### config.mk
export PLATFORM = sky130hd
export DESIGN_NAME = axis_packetizer
export DESIGN_NICKNAME = d
export VERILOG_FILES = /design/src/rtl/axis_pkt_pkg.sv /design/src/rtl/axis_packetizer.sv
export SDC_FILE = /design/constraint.sdc
export NUM_CORES = 1
export LEC_CHECK = 0
export ABC_CLOCK_PERIOD_IN_PS = 5000
export CAP_MARGIN = 20
export CORE_ASPECT_RATIO = 0.5
export CORE_MARGIN = 1
export CORE_UTILIZATION = 39
export DETAILED_ROUTE_END_ITERATION = 6
export GPL_TIMING_DRIVEN = 0
export PLACE_DENSITY_LB_ADDON = 0.2
export SYNTH_ARGS = -nofsm -noshare
export SYNTH_HDL_FRONTEND = slang
export SYNTH_SLANG_ARGS = --single-unit
### constraint.sdc
create_clock -name s01_axis_aclk -period 5 [get_ports s01_axis_aclk]
set_input_delay 1 -clock s01_axis_aclk [delete_from_list [all_inputs] [get_ports s01_axis_aclk]]
set_output_delay 1 -clock s01_axis_aclk [all_outputs]
set_load 0.02 [all_outputs]
### src/rtl/axis_pkt_pkg.sv
// rtl/axis_pkt_pkg.sv - shared defaults and debug state encoding for the AXI-Stream packetizer
package axis_pkt_pkg;

    localparam int DEF_DATA_WIDTH = 32;
    localparam int DEF_PKT_LEN    = 16;
    localparam int DEF_TIMEOUT    = 64;

    // Hold-register occupancy view; consumed by assertions only, not by the datapath.
    typedef enum logic [1:0] {
        EMPTY  = 2'd0,
        OPEN   = 2'd1,
        SEALED = 2'd2
    } pkt_state_e;

endpackage

### src/rtl/axis_packetizer.sv
// rtl/axis_packetizer.sv - frames an unframed word stream into PKT_LEN packets with idle-timeout sealing
module axis_packetizer
    import axis_pkt_pkg::*;
#(
    parameter int DATA_WIDTH = DEF_DATA_WIDTH,
    parameter int PKT_LEN    = DEF_PKT_LEN,
    parameter int TIMEOUT    = DEF_TIMEOUT,
    parameter int IDX_WIDTH  = (PKT_LEN > 1) ? $clog2(PKT_LEN) : 1
) (
    input  logic                    s01_axis_aclk,
    input  logic                    s01_axis_aresetn,
    input  logic [DATA_WIDTH-1:0]   s01_axis_tdata,
    input  logic                    s01_axis_tvalid,
    output logic                    s01_axis_tready,
    input  logic                    m01_axis_tready,
    output logic [DATA_WIDTH-1:0]   m01_axis_tdata,
    output logic [DATA_WIDTH/8-1:0] m01_axis_tstrb,
    output logic                    m01_axis_tvalid,
    output logic                    m01_axis_tlast,
    output logic [15:0]             pkt_count
);

    localparam int STRB_W = DATA_WIDTH / 8;
    localparam int CNT_W  = $clog2(TIMEOUT + 1);
    localparam logic [IDX_WIDTH-1:0] LAST_IDX = IDX_WIDTH'(PKT_LEN - 1);

    logic [DATA_WIDTH-1:0] h_data_q, h_data_d;
    logic                  h_last_q, h_last_d;
    logic                  hv_q, hv_d;
    logic [IDX_WIDTH-1:0]  idx_q, idx_d;
    logic [CNT_W-1:0]      idle_cnt_q, idle_cnt_d;

    logic [DATA_WIDTH-1:0] tdata_q, tdata_d;
    logic [STRB_W-1:0]     tstrb_q, tstrb_d;
    logic                  tlast_q, tlast_d;
    logic                  ov_q, ov_d;
    logic [15:0]           pkt_count_q, pkt_count_d;

    logic       o_free;
    logic       accept;
    logic       move;
    pkt_state_e state;

    always_comb begin
        o_free          = ~ov_q | m01_axis_tready;
        s01_axis_tready = ~hv_q | o_free;
        accept          = s01_axis_tvalid & s01_axis_tready;
        move            = hv_q & o_free & (accept | h_last_q);

        h_data_d    = h_data_q;
        h_last_d    = h_last_q;
        hv_d        = hv_q;
        idx_d       = idx_q;
        idle_cnt_d  = idle_cnt_q;
        tdata_d     = tdata_q;
        tstrb_d     = tstrb_q;
        tlast_d     = tlast_q;
        ov_d        = ov_q;
        pkt_count_d = pkt_count_q + 16'(ov_q & m01_axis_tready & tlast_q);

        // Accept has priority over sealing, so a word landing on the timeout cycle extends the packet.
        if (accept) begin
            h_data_d   = s01_axis_tdata;
            h_last_d   = (idx_q == LAST_IDX);
            hv_d       = 1'b1;
            idx_d      = (idx_q == LAST_IDX) ? '0 : idx_q + 1'b1;
            idle_cnt_d = '0;
        end else if (move) begin
            hv_d       = 1'b0;
            idle_cnt_d = '0;
        end else if (hv_q & ~h_last_q) begin
            if (idle_cnt_q != CNT_W'(TIMEOUT)) begin
                idle_cnt_d = idle_cnt_q + 1'b1;
            end
            if (idle_cnt_q == CNT_W'(TIMEOUT - 1)) begin
                h_last_d = 1'b1;
                idx_d    = '0;
            end
        end

        if (move) begin
            ov_d    = 1'b1;
            tdata_d = h_data_q;
            tlast_d = h_last_q;
            tstrb_d = STRB_W'(1);
        end else if (m01_axis_tready & ov_q) begin
            ov_d = 1'b0;
        end

        if (!hv_q) begin
            state = EMPTY;
        end else if (h_last_q) begin
            state = SEALED;
        end else begin
            state = OPEN;
        end
    end

    always_ff @(posedge s01_axis_aclk) begin
        if (!s01_axis_aresetn) begin
            h_data_q    <= '0;
            h_last_q    <= 1'b0;
            hv_q        <= 1'b0;
            idx_q       <= '0;
            idle_cnt_q  <= '0;
            tdata_q     <= '0;
            tstrb_q     <= '0;
            tlast_q     <= 1'b0;
            ov_q        <= 1'b0;
            pkt_count_q <= '0;
        end else begin
            h_data_q    <= h_data_d;
            h_last_q    <= h_last_d;
            hv_q        <= hv_d;
            idx_q       <= idx_d;
            idle_cnt_q  <= idle_cnt_d;
            tdata_q     <= tdata_d;
            tstrb_q     <= tstrb_d;
            tlast_q     <= tlast_d;
            ov_q        <= ov_d;
            pkt_count_q <= pkt_count_d;
        end
    end

    assign m01_axis_tdata  = tdata_q;
    assign m01_axis_tstrb  = tstrb_q;
    assign m01_axis_tvalid = ov_q;
    assign m01_axis_tlast  = tlast_q;
    assign pkt_count       = pkt_count_q;

    a_idx_range: assert property (@(posedge s01_axis_aclk) disable iff (!s01_axis_aresetn)
        idx_q <= LAST_IDX);

    a_empty_ready: assert property (@(posedge s01_axis_aclk) disable iff (!s01_axis_aresetn)
        (state == EMPTY) |-> s01_axis_tready);

    a_out_stable: assert property (@(posedge s01_axis_aclk) disable iff (!s01_axis_aresetn)
        (ov_q & ~m01_axis_tready) |=> (ov_q & (tdata_q == $past(tdata_q)) & (tlast_q == $past(tlast_q))));

endmodule

==> run summary, run 1 <==
Post-synth EDFFs - 0
Post-synthesis sequential area ratio - 51.2%
Final Setup Violations - 0
CTS resizes - 0
Synthesis-stage register bit count - 96
FF/Latch Area - 1920 sq um
Largest net degree at the start of global routing - 18
DRC viols - 0
Clk_lat worst skew - 340 ps
Longest Clk Path Bufs - 2
Routed vias - 3269
Core area - 9010 sq um
Row count - 24
Die area - 10000 sq um
Hold Crit Class - flop to flop
Area grow syn2layout - 35.1%
Worst Path Required - 4000 ps
Synth top area cells - dfxtp_1 (51%), nand2_1 (14%), a21oi_1 (9.3%)
Router iterations before antenna repair - 4
Syn. warnings - 0
ANT nets after route - 0
CTS H-Tree Depth - 3
Synth Cell Area - 3750 sq um
Setup crit end kind - output port
Post-DP HPWL - 6.10 mm
GR Util All Layers - 18.3%
Pwr dens - 323 nW/um^2
Post-synth ARST share - 0%
Cells after Synth - 450
Setup CP Type - primary input to output port
Final hold violations - 0
Power Total - 1.64 mW
Die H - 71.4 um
Synth top area share - 51.2%
Avg Inst Size Synth - 8.34 sq um
Die Span X - 141 um
Fillers - 852
Final cell count without fillers - 671
RSZ-0062 raised after global routing - no
Routed wire length - 8.64 mm
Max frequency - 308 MHz
Layout cells sized above 1 - 8.30%
Area of the multi-input gates - 1660 sq um
VDD IR max - 0.000174 V
Leakage - 1.86 nW
Yosys top cell by area - dfxtp_1
CTS buffer count - 9
Netlist cell types - 44
Avg Vias per Cell - 4.87
Hold slack - 445 ps
Final Slew Violations - 0
TritonCTS clock tree - done
Congestion Overflow GR - 0
# placed instances - 655
First-pass GRT wire length - 14.4 mm
Starting density of the core - 41.7%
Fin util - 56.3%
Placer Congestion - 0.811
Wirelength per Cell - 12.9 um
Arrival time worst endpoint - 2250 ps
Layout Skew - 9.02 ps
TritonCTS Sinks - 96
CP startpoint kind - primary input
Buffers on Ports - 86
Ports - 91
Initial antenna violation count - 0
Postcts setup bufs - 0
Synth Flop Type - dfxtp_1
Post-route minimum period - 3250 ps
Vias in the first global route - 3021
Final period utilization - 64.9%
# Max-Cap Violations - 0
Diodes inserted - 0
Sum Neg Setup Slack - 0 ps
Nets - 591
Clk root buf - clkbuf_16
Maximum fanout along the worst path - 4
# hold bufs at CTS - 0
Outcome - completed
Detailed Route Iter0 Violations - 195
Worst-margin pin slew - 563 ps
Clock Pin Slew Worst Setup and Hold Paths - 70 ps
Relative slew slack - 62.4%
flip-flops by register name (all words and copies together), names as in the netlist:
name	flops
hv_q	1
h_last_q	1
m01_axis_tstrb	1
m01_axis_tlast	1
m01_axis_tdata	32
h_data_q	32
m01_axis_tvalid	1
idx_q	4
idle_cnt_q	7
pkt_count	16
layer usage:
metal	vias up	routed length, um	GRT usage [%]
met4	0	30	3.86
li1	1679	-	-
met3	2	363	5.68
met5	-	0	0
met1	1523	4320	24.1
met2	65	3920	29.8
worst paths after layout:
check / slack (ps) / depth (start not counted) / from / to
setup / recovery: 1750 / 3 / m01_axis_tready / s01_axis_tready
hold / removal: 440 / 2 / h_data_q[6] / m01_axis_tdata[6]
setup reg to reg: 3140 / 7 / m01_axis_tlast / pkt_count[12]
hold reg to reg: 440 / 2 / h_data_q[6] / m01_axis_tdata[6]
area by class of cell:
class                      count  area share (%)
timing repair buffer          86            17.0
clock buffer                   9            4.44
tap                          117            2.89
clock inverter                 7            1.53
buffer                        29            2.89
sequential                    96            37.9
multi-input combinational    319            32.8
inverter                       8           0.592
cell usage after synthesis, types with 6 or more instances:
cell	instances
buf_2	12
a21oi_1	70
nand4_1	6
clkbuf_1	10
xor2_1	7
nand2_1	138
nand3_1	9
ha_1	6
inv_1	8
nor2_1	26
dfxtp_1	96
buf_4	6
xnor2_1	11
metrics by stage:
stage / instance area (sq um) / setup WS (ps)
floorplan: 3760 / 2700
global placement: 4770 / 1750
detailed placement: 4770 / 1750
CTS: 5070 / 1740
global route: 5070 / 1700
finish: 5070 / 1750
power by group:
group	internal, mW	switching, mW	total (mW)
clock network	0.393	0.302	0.695
logic	0.0636	0.0776	0.141
registers	0.789	0.0134	0.802
worst max-delay path: stages:
cell,delay [ps]
clkdlybuf4s50_1,480
nand3b_2,150
clkdlybuf4s50_1,610
cell usage in the layout, fill, tap and decap left out, types with 9 or more instances in the layout:
cell and count:
clkbuf_16 9, clkbuf_1 10, xnor2_1 11, buf_2 12, clkdlybuf4s50_1 86, dfxtp_1 96
nor2_1 26, a21oi_1 70, nand2_1 138, nand3_1 9
cells by family (layout without fill, tap and decap cells):
kind of cell,after synthesis,count (layout),share of synthesized area (%)
compound gates,85,85,12.7
xor+xnor,18,18,4.20
fa+ha+maj,6,6,2.00
flops,96,96,51.2
simple gates,205,205,24.6
mux,2,2,0.533
buf+inv,37,139,4.70
other cells,1,3,0.0999
(Power assumes the default switching activity.)
==> run 2: changes to the inputs <==
- ABC_CLOCK_PERIOD_IN_PS: 5000 -> 2800
- clock period: 5 -> 2.8 ns (I/O delays scaled with it)
==> results of run 2 <==
Same layout as run 1 (identical final DEF). Status: completed.
Main changes from that run: setup slack after placement 1750 ps -> 285 ps; setup slack after layout 1750 ps -> 434 ps; register-to-register setup slack 3140 ps -> 940 ps; total power 1.64 mW -> 2.93 mW; worst IR drop on VDD 0.000174 V -> 0.000311 V
==> run 3: changes to the inputs <==
- ABC_CLOCK_PERIOD_IN_PS: 2800 -> 2400
- clock period: 2.8 -> 2.4 ns (I/O delays scaled with it)
==> results of run 3 <==
Same layout as run 1 (identical final DEF). Status: completed.
Main changes from that run: setup slack after placement 1750 ps -> -35.1 ps; setup slack after layout 1750 ps -> 194 ps; register-to-register setup slack 3140 ps -> 540 ps; total power 1.64 mW -> 3.41 mW; worst IR drop on VDD 0.000174 V -> 0.000363 V
